--- src/rtl/lcd_pkg.sv ---
// Shared types, command bytes and default timing for the LCD frame writer.
package lcd_pkg;

   localparam int DEF_POWERUP_CYC    = 2_000_000;
   localparam int DEF_E_PULSE_CYC    = 50;
   localparam int DEF_CMD_WAIT_CYC   = 5_000;
   localparam int DEF_CLEAR_WAIT_CYC = 200_000;

   localparam logic [7:0] CMD_FUNC_SET = 8'h38;
   localparam logic [7:0] CMD_DISP_ON  = 8'h0C;
   localparam logic [7:0] CMD_ENTRY    = 8'h06;
   localparam logic [7:0] CMD_CLEAR    = 8'h01;
   localparam logic [7:0] CMD_ROW0     = 8'h80;
   localparam logic [7:0] CMD_ROW1     = 8'hC0;

   typedef enum logic [2:0] {
      ST_POWERUP,
      ST_INIT,
      ST_IDLE,
      ST_ADDR1,
      ST_ROW1,
      ST_ADDR2,
      ST_ROW2
   } lcd_state_e;

   typedef enum logic [1:0] {
      PH_IDLE,
      PH_SETUP,
      PH_PULSE,
      PH_WAIT
   } wr_phase_e;

   // Initialisation command sequence, indexed 0..3.
   function automatic logic [7:0] init_cmd(input logic [1:0] idx);
      logic [7:0] cmd;
      case (idx)
         2'd0:    cmd = CMD_FUNC_SET;
         2'd1:    cmd = CMD_DISP_ON;
         2'd2:    cmd = CMD_ENTRY;
         default: cmd = CMD_CLEAR;
      endcase
      return cmd;
   endfunction

   // Column 0 lives in [127:120]; column c starts at bit 8*(15-c).
   function automatic logic [7:0] line_char(input logic [127:0] line, input logic [3:0] col);
      return line[{~col, 3'b000} +: 8];
   endfunction

endpackage

--- src/rtl/lcd_frame_writer_if.sv ---
// Host-side text/refresh signals plus the parallel LCD bus.
interface lcd_frame_writer_if;
   logic [127:0] line1;
   logic [127:0] line2;
   logic         refresh;
   logic         ready;
   logic         lcd_rs;
   logic         lcd_rw;
   logic         lcd_e;
   logic [7:0]   lcd_data;

   modport master (
      output line1, line2, refresh,
      input  ready, lcd_rs, lcd_rw, lcd_e, lcd_data
   );

   modport slave (
      input  line1, line2, refresh,
      output ready, lcd_rs, lcd_rw, lcd_e, lcd_data
   );
endinterface

--- src/rtl/lcd_byte_writer.sv ---
// One LCD write slot: setup cycle, enable pulse, then a post-strobe wait.
// A start coinciding with done chains the next slot with no idle gap.
module lcd_byte_writer
   import lcd_pkg::*;
#(
   parameter int E_PULSE_CYC    = DEF_E_PULSE_CYC,
   parameter int CMD_WAIT_CYC   = DEF_CMD_WAIT_CYC,
   parameter int CLEAR_WAIT_CYC = DEF_CLEAR_WAIT_CYC
) (
   input  logic       clk,
   input  logic       rst,
   input  logic       start,
   input  logic [7:0] wr_byte,
   input  logic       rs,
   input  logic       long_wait,
   output logic       done,
   output logic       lcd_e,
   output logic [7:0] lcd_data,
   output logic       lcd_rs
);

   wr_phase_e   phase_q, phase_d;
   logic [31:0] cnt_q, cnt_d;
   logic        long_q, long_d;
   logic        e_q, e_d;
   logic [7:0]  data_q, data_d;
   logic        rs_q, rs_d;

   assign done     = (phase_q == PH_WAIT) && (cnt_q == 32'd0);
   assign lcd_e    = e_q;
   assign lcd_data = data_q;
   assign lcd_rs   = rs_q;

   // Slot sequencing with down-counters per phase; start overrides to reload.
   always_comb begin
      phase_d = phase_q;
      cnt_d   = cnt_q;
      long_d  = long_q;
      e_d     = e_q;
      data_d  = data_q;
      rs_d    = rs_q;
      case (phase_q)
         PH_IDLE: ;
         PH_SETUP: begin
            phase_d = PH_PULSE;
            e_d     = 1'b1;
            cnt_d   = 32'(E_PULSE_CYC - 1);
         end
         PH_PULSE: begin
            if (cnt_q == 32'd0) begin
               phase_d = PH_WAIT;
               e_d     = 1'b0;
               cnt_d   = long_q ? 32'(CLEAR_WAIT_CYC - 1) : 32'(CMD_WAIT_CYC - 1);
            end else begin
               cnt_d = cnt_q - 32'd1;
            end
         end
         PH_WAIT: begin
            if (cnt_q == 32'd0) phase_d = PH_IDLE;
            else                cnt_d   = cnt_q - 32'd1;
         end
         default: phase_d = PH_IDLE;
      endcase
      if (start) begin
         phase_d = PH_SETUP;
         cnt_d   = 32'd0;
         e_d     = 1'b0;
         data_d  = wr_byte;
         rs_d    = rs;
         long_d  = long_wait;
      end
   end

   // Slot registers; reset drops lcd_e immediately.
   always_ff @(posedge clk or posedge rst) begin
      if (rst) begin
         phase_q <= PH_IDLE;
         cnt_q   <= '0;
         long_q  <= 1'b0;
         e_q     <= 1'b0;
         data_q  <= '0;
         rs_q    <= 1'b0;
      end else begin
         phase_q <= phase_d;
         cnt_q   <= cnt_d;
         long_q  <= long_d;
         e_q     <= e_d;
         data_q  <= data_d;
         rs_q    <= rs_d;
      end
   end

endmodule

--- src/rtl/lcd_frame_writer.sv ---
// Power-up, init and two-row frame sequencer for an HD44780-style LCD.
//
// state   | meaning
// POWERUP | wait POWERUP_CYC cycles, outputs low
// INIT    | write 0x38, 0x0C, 0x06, 0x01
// IDLE    | ready; refresh captures both lines
// ADDR1   | write row-0 address 0x80
// ROW1    | write 16 chars of line1 snapshot
// ADDR2   | write row-1 address 0xC0
// ROW2    | write 16 chars of line2 snapshot
module lcd_frame_writer
   import lcd_pkg::*;
#(
   parameter int POWERUP_CYC    = DEF_POWERUP_CYC,
   parameter int E_PULSE_CYC    = DEF_E_PULSE_CYC,
   parameter int CMD_WAIT_CYC   = DEF_CMD_WAIT_CYC,
   parameter int CLEAR_WAIT_CYC = DEF_CLEAR_WAIT_CYC
) (
   input  logic                clk,
   input  logic                reset,
   lcd_frame_writer_if.slave   bus
);

   lcd_state_e   state_q, state_d;
   logic [3:0]   idx_q, idx_d;
   logic [31:0]  pwr_q, pwr_d;
   logic [127:0] snap1_q, snap1_d;
   logic [127:0] snap2_q, snap2_d;
   logic         ready_q, ready_d;

   logic         wr_start;
   logic [7:0]   wr_byte;
   logic         wr_rs;
   logic         wr_long;
   logic         wr_done;
   logic         wr_e;
   logic [7:0]   wr_data;
   logic         wr_rs_out;

   // Only the clear command needs the long post-strobe wait.
   assign wr_long = !wr_rs && (wr_byte == CMD_CLEAR);

   lcd_byte_writer #(
      .E_PULSE_CYC    (E_PULSE_CYC),
      .CMD_WAIT_CYC   (CMD_WAIT_CYC),
      .CLEAR_WAIT_CYC (CLEAR_WAIT_CYC)
   ) u_writer (
      .clk       (clk),
      .rst       (reset),
      .start     (wr_start),
      .wr_byte   (wr_byte),
      .rs        (wr_rs),
      .long_wait (wr_long),
      .done      (wr_done),
      .lcd_e     (wr_e),
      .lcd_data  (wr_data),
      .lcd_rs    (wr_rs_out)
   );

   assign bus.ready    = ready_q;
   assign bus.lcd_e    = wr_e;
   assign bus.lcd_data = wr_data;
   assign bus.lcd_rs   = wr_rs_out;
   assign bus.lcd_rw   = 1'b0;

   // Next state; each slot's successor is launched on the edge its predecessor ends.
   always_comb begin
      state_d  = state_q;
      idx_d    = idx_q;
      pwr_d    = pwr_q;
      snap1_d  = snap1_q;
      snap2_d  = snap2_q;
      wr_start = 1'b0;
      wr_byte  = 8'h00;
      wr_rs    = 1'b0;
      case (state_q)
         ST_POWERUP: begin
            if (pwr_q == 32'(POWERUP_CYC - 1)) begin
               state_d  = ST_INIT;
               idx_d    = 4'd0;
               wr_start = 1'b1;
               wr_byte  = init_cmd(2'd0);
            end else begin
               pwr_d = pwr_q + 32'd1;
            end
         end
         ST_INIT: begin
            if (wr_done) begin
               if (idx_q == 4'd3) begin
                  state_d = ST_IDLE;
                  idx_d   = 4'd0;
               end else begin
                  idx_d    = idx_q + 4'd1;
                  wr_start = 1'b1;
                  wr_byte  = init_cmd(idx_q[1:0] + 2'd1);
               end
            end
         end
         ST_IDLE: begin
            if (bus.refresh) begin
               snap1_d  = bus.line1;
               snap2_d  = bus.line2;
               state_d  = ST_ADDR1;
               wr_start = 1'b1;
               wr_byte  = CMD_ROW0;
            end
         end
         ST_ADDR1: begin
            if (wr_done) begin
               state_d  = ST_ROW1;
               idx_d    = 4'd0;
               wr_start = 1'b1;
               wr_byte  = line_char(snap1_q, 4'd0);
               wr_rs    = 1'b1;
            end
         end
         ST_ROW1: begin
            if (wr_done) begin
               idx_d    = idx_q + 4'd1;
               wr_start = 1'b1;
               if (idx_q == 4'd15) begin
                  state_d = ST_ADDR2;
                  wr_byte = CMD_ROW1;
               end else begin
                  wr_byte = line_char(snap1_q, idx_q + 4'd1);
                  wr_rs   = 1'b1;
               end
            end
         end
         ST_ADDR2: begin
            if (wr_done) begin
               state_d  = ST_ROW2;
               idx_d    = 4'd0;
               wr_start = 1'b1;
               wr_byte  = line_char(snap2_q, 4'd0);
               wr_rs    = 1'b1;
            end
         end
         ST_ROW2: begin
            if (wr_done) begin
               idx_d = idx_q + 4'd1;
               if (idx_q == 4'd15) begin
                  state_d = ST_IDLE;
               end else begin
                  wr_start = 1'b1;
                  wr_byte  = line_char(snap2_q, idx_q + 4'd1);
                  wr_rs    = 1'b1;
               end
            end
         end
         default: state_d = ST_POWERUP;
      endcase
      ready_d = (state_d == ST_IDLE);
   end

   // Sequencer registers; reset returns to POWERUP with everything cleared.
   always_ff @(posedge clk or posedge reset) begin
      if (reset) begin
         state_q <= ST_POWERUP;
         idx_q   <= '0;
         pwr_q   <= '0;
         snap1_q <= '0;
         snap2_q <= '0;
         ready_q <= 1'b0;
      end else begin
         state_q <= state_d;
         idx_q   <= idx_d;
         pwr_q   <= pwr_d;
         snap1_q <= snap1_d;
         snap2_q <= snap2_d;
         ready_q <= ready_d;
      end
   end

endmodule

--- src/flat_wrapper.sv ---
// flat-port wrapper written by rule: the top's interface ports become plain ports
module lcd_frame_writer_flat import lcd_pkg::*;
#(
   parameter int POWERUP_CYC    = DEF_POWERUP_CYC,
   parameter int E_PULSE_CYC    = DEF_E_PULSE_CYC,
   parameter int CMD_WAIT_CYC   = DEF_CMD_WAIT_CYC,
   parameter int CLEAR_WAIT_CYC = DEF_CLEAR_WAIT_CYC
)
  (clk, reset, bus_line1, bus_line2, bus_refresh, bus_ready, bus_lcd_rs, bus_lcd_rw, bus_lcd_e, bus_lcd_data);
  lcd_frame_writer_if bus_i ();
  input  logic clk;
  input  logic reset;
  input wire logic [$bits(bus_i.line1)-1:0] bus_line1;
  input wire logic [$bits(bus_i.line2)-1:0] bus_line2;
  input wire logic [$bits(bus_i.refresh)-1:0] bus_refresh;
  output wire logic [$bits(bus_i.ready)-1:0] bus_ready;
  output wire logic [$bits(bus_i.lcd_rs)-1:0] bus_lcd_rs;
  output wire logic [$bits(bus_i.lcd_rw)-1:0] bus_lcd_rw;
  output wire logic [$bits(bus_i.lcd_e)-1:0] bus_lcd_e;
  output wire logic [$bits(bus_i.lcd_data)-1:0] bus_lcd_data;
  assign bus_i.line1 = bus_line1;
  assign bus_i.line2 = bus_line2;
  assign bus_i.refresh = bus_refresh;
  assign bus_ready = bus_i.ready;
  assign bus_lcd_rs = bus_i.lcd_rs;
  assign bus_lcd_rw = bus_i.lcd_rw;
  assign bus_lcd_e = bus_i.lcd_e;
  assign bus_lcd_data = bus_i.lcd_data;
  lcd_frame_writer #(.POWERUP_CYC(POWERUP_CYC), .E_PULSE_CYC(E_PULSE_CYC), .CMD_WAIT_CYC(CMD_WAIT_CYC), .CLEAR_WAIT_CYC(CLEAR_WAIT_CYC)) u_core (.clk(clk), .reset(reset), .bus(bus_i));
endmodule
--- config.mk ---
export PLATFORM = sky130hd
export DESIGN_NAME = lcd_frame_writer_flat
export DESIGN_NICKNAME = d
export VERILOG_FILES = /design/src/rtl/lcd_pkg.sv /design/src/rtl/lcd_frame_writer_if.sv /design/src/rtl/lcd_byte_writer.sv /design/src/rtl/lcd_frame_writer.sv /design/src/flat_wrapper.sv
export SDC_FILE = /design/constraint.sdc
export NUM_CORES = 1
export LEC_CHECK = 0
export BUFFER_PORTS_ARGS = -buffer_cell sky130_fd_sc_hd__buf_2
export CAP_MARGIN = 20
export CORE_UTILIZATION = 30
export DETAILED_ROUTE_END_ITERATION = 6
export GPL_TIMING_DRIVEN = 0
export PLACE_DENSITY = 0.5
export SYNTH_ARGS = -nofsm -noshare
export SYNTH_HDL_FRONTEND = slang
export SYNTH_SLANG_ARGS = --single-unit
--- constraint.sdc ---
create_clock -name clk -period 20.8 [get_ports clk]
set_clock_uncertainty 0.15 [all_clocks]
set_input_delay 6.24 -clock clk [delete_from_list [all_inputs] [get_ports clk]]
set_output_delay 6.24 -clock clk [all_outputs]
set_load 0.02 [all_outputs]
==> reports/metrics.cfg <==
[global_route]
grt.met1_usage_pct = 25.08
grt_pass1_vias = 12630
grt_pass1_wl_um = 81890
overflow = 0
grt_usage_pct = 19.67
grt_start_max_net_pins = 129
grtUsageMet3_pct = 5.102
grt-busiest-layer = met2
met2_usage_pct = 32.42
grt_antenna_before_repair = 24

[synth]
synth_top_area_cell = dfrtp_1
postSynthAreaPerCell_um2 = 12.80
postSynthCellCount = 1286
synth_top_area_share_pct = 51.85
synth_seq_area_share_pct = 51.85
synth-edff-count = 0
yosys-top-cells-count = dfrtp_1 (341), mux2_2 (260), nand2_1 (64)
synth.distinct_cells = 75
ys_warn_count = 0
synth_area_um2 = 16460
ys.flop_type = dfrtp_1
syn-num-nets = 1555
async_flop_share_pct = 100.0
synth.most_common_cell = dfrtp_1
ys_seq_elements = 341
ys_top_cells_by_area = dfrtp_1 (52%), mux2_2 (18%), mux4_2 (7.0%)

[floorplanning]
die_y_um = 236.2
initial_core_util_pct = 30.46
core_area_um2 = 54030
die_w_um = 236.2
rows = 85
die-area_um2 = 55800
ios = 271

[setup_path]
path_max_fanout = 10
end_kind = register
arrival_ns = 8.99
critical_path_class = in2reg
cp-start-kind = input pin
crit_top_cell = clkbuf_1
cp_num_buf_inv = 3
worstPathRequired_ns = 21.09
cp_slowest_cell = clkbuf_1
cp_top_family = buffers and inverters
crit_cells = 6
crit_chain = buf_2 > nand2_1 > nor2_1 > clkbuf_1 > clkbuf_1 > mux2_2
slowest_delay_ns = 0.79
reg2reg_depth = 15

[route]
via_per_inst = 5.127
wire_per_inst_um = 23.24
drt_iter0_markers = 592
ant_nets = 0
routed_wl_um = 54210
route.detailed.drc = 0
drt-pass1-iter-count = 5
dr_total_vias = 11960

[hold_path]
min_path_cells = 1
hold_path_class = reg2reg

[cts]
cts.sinks = 341
htreeDepth = 2
clock_latency_ns = 0.56
cts.repair.resized = 0
cts_hold_buf = 0
cts_root_buf = clkbuf_16
post_cts_buffers = 0
ctsLongestPathBuffers = 3
numCtsBuffers = 39
cts_tree = built
clk_pin_slew_ns = 0.06

[sta]
hold_viol = 0
finalCritPeriodShare_pct = 41.84
period_minus_slack_ns = 8.702
slew_headroom_pct = 20.06
maxSlewViolCount = 0
setup_tns_ns = 0
setup_violations = 0
rsz0062_at_grt = false
worst_slew_pin_slew_ns = 1.199
fmax_mhz = 114.9

[power]
p_leak_nw = 9.818
combPwrFrac_pct = 2.8
powerDensity_nw_per_um2 = 71.35
seqPwrFrac_pct = 46.0
peakVddDrop_uv = 62.08
swShare_pct = 21.18
clock_power_share_pct = 51.2
power.internal_w = 0.001136
p_sw_w = 0.0003052

[run]
cap_violations = 0

[cells_and_area]
final_area_um2 = 20200
seq_area_um2 = 8533
area_growth_pct = 22.71
fillers = 5291
drive_gt1_share_pct = 42.44
multiInputGateArea_um2 = 7531
nets = 1870

[outcome]
status = completed

[placement]
place.gp.congestion = 0.8797
hpwl_um = 40610
numPortBuffers = 269
place_area_um2 = 18800

-- registers in the layout, indices dropped and copies added (netlist names), 2 cells and up --
name and cells:
u_core.idx_q 4, u_core.u_writer.cnt_q 32, u_core.u_writer.lcd_data 8, u_core.snap1_q 128, u_core.snap2_q 128, u_core.pwr_q 32, u_core.u_writer.phase_q 2, u_core.state_q 3
-- cells by family (layout without fill, tap and decap cells) --
kind of cell               Yosys count  in the layout  synth area share [%]
AOI/OAI and AO/OA                  164            164                 6.546
xor gates and xnor gates            50             50                 2.661
adders and majority gates           10             10                0.7602
buffers and inverters               99            441                 2.440
DFF                                341            341                 51.85
muxes                              345            345                 26.87
other                                1             10               0.02278
and+or+nand+nor                    276            276                 8.857
-- power by group through the flow --
stage / sequential [W] / clock, W / combinational (W)
5_1_grt: 0.000663 / 0.000782 / 0.0000456
2_1_floorplan: 0.000676 / 0 / 0.0000103
3_5_place_dp: 0.000675 / 0 / 0.0000419
4_1_cts: 0.000663 / 0.000755 / 0.0000420
3_3_place_gp: 0.000676 / 0 / 0.0000399
6_report: 0.000663 / 0.000737 / 0.0000404
-- through the flow --
| stage | std cells | total power, W | hold slack [ns] | setup slack (ns) | utilization, % |
|---|---|---|---|---|---|
| finish | 2333 | 0.001441 | 0.3146 | 12.10 | 37.38 |
| global route | 2327 | 0.001491 | 0.3227 | 11.96 | 37.35 |
| CTS | 2324 | 0.001461 | 0.3142 | 12.01 | 37.34 |
| detailed placement | 2256 | 0.0007174 | 0.3007 | 11.42 | 34.80 |
| global placement | 2251 | 0.0007160 | 0.3006 | 0.7024 | 34.57 |
| floorplan | 1286 | 0.0006862 | 0.2848 | 4.958 | - |
-- routing by layer --
| layer | part of all wire, % | vias to the layer above |
|---|---|---|
| li1 | - | 5407 |
| met2 | 48 | 294 |
| met1 | 43 | 6122 |
| met5 | 0.36 | - |
| met4 | 2.9 | 32 |
| met3 | 5.7 | 106 |
-- worst register-to-register path, stage by stage, from the launching register on --
cell and delay (ns):
dfrtp_1 0.40, clkbuf_1 0.82, buf_2 0.54, clkinv_1 0.40, clkbuf_1 0.39, ha_1 0.40, clkbuf_1 0.74, clkbuf_1 0.96
buf_1 0.85, mux2i_1 0.36, nand3_1 0.12, nand4_1 0.11, a21oi_1 0.08, a211oi_1 0.49, o2111ai_1 0.20, o21ai_1 0.19
-- final timing paths --
kind | endpoint | slack, ns | startpoint
max reg2reg | u_core.u_writer.long_q$_DFFE_PP0N_ | 13.51 | u_core.idx_q[0]$_DFFE_PP0P_
min in group asynchronous | u_core.snap2_q[72]$_DFFE_PP0P_ | 5.67 | reset
min reg2reg | u_core.pwr_q[20]$_DFFE_PP0P_ | 0.31 | u_core.pwr_q[20]$_DFFE_PP0P_
min | u_core.pwr_q[20]$_DFFE_PP0P_ | 0.31 | u_core.pwr_q[20]$_DFFE_PP0P_
max | u_core.snap2_q[65]$_DFFE_PP0P_ | 12.10 | bus_refresh
max in group asynchronous | u_core.snap1_q[26]$_DFFE_PP0P_ | 13.66 | reset
-- layout make-up --
class                           instances  area share [%]
Antenna cell                            9          0.1115
Buffer                                 78           1.598
Clock buffer                           59           5.855
Clock inverter                          9          0.9293
Inverter                               21          0.4275
Multi-Input combinational cell        846           37.29
Sequential cell                       341           42.25
Tap cell                              696           4.312
Timing Repair Buffer                  274           7.224
-- cells in the final DEF, fill, tap and decap left out, types with 10 or more instances in the layout --
cell type	instances
a21oi_1	38
nand3_1	45
dfrtp_1	341
xor2_1	25
o211ai_1	13
ha_1	10
buf_2	289
xnor2_1	24
inv_1	18
mux2_2	260
nor2_1	59
clkbuf_8	11
mux4_2	51
clkbuf_16	40
or4_1	10
nand2_1	64
nor3_1	20
o2111ai_1	12
o21ai_0	42
mux2i_1	33
clkbuf_1	58
nand4_1	14
Note: power is estimated with default switching activity, not from simulation.
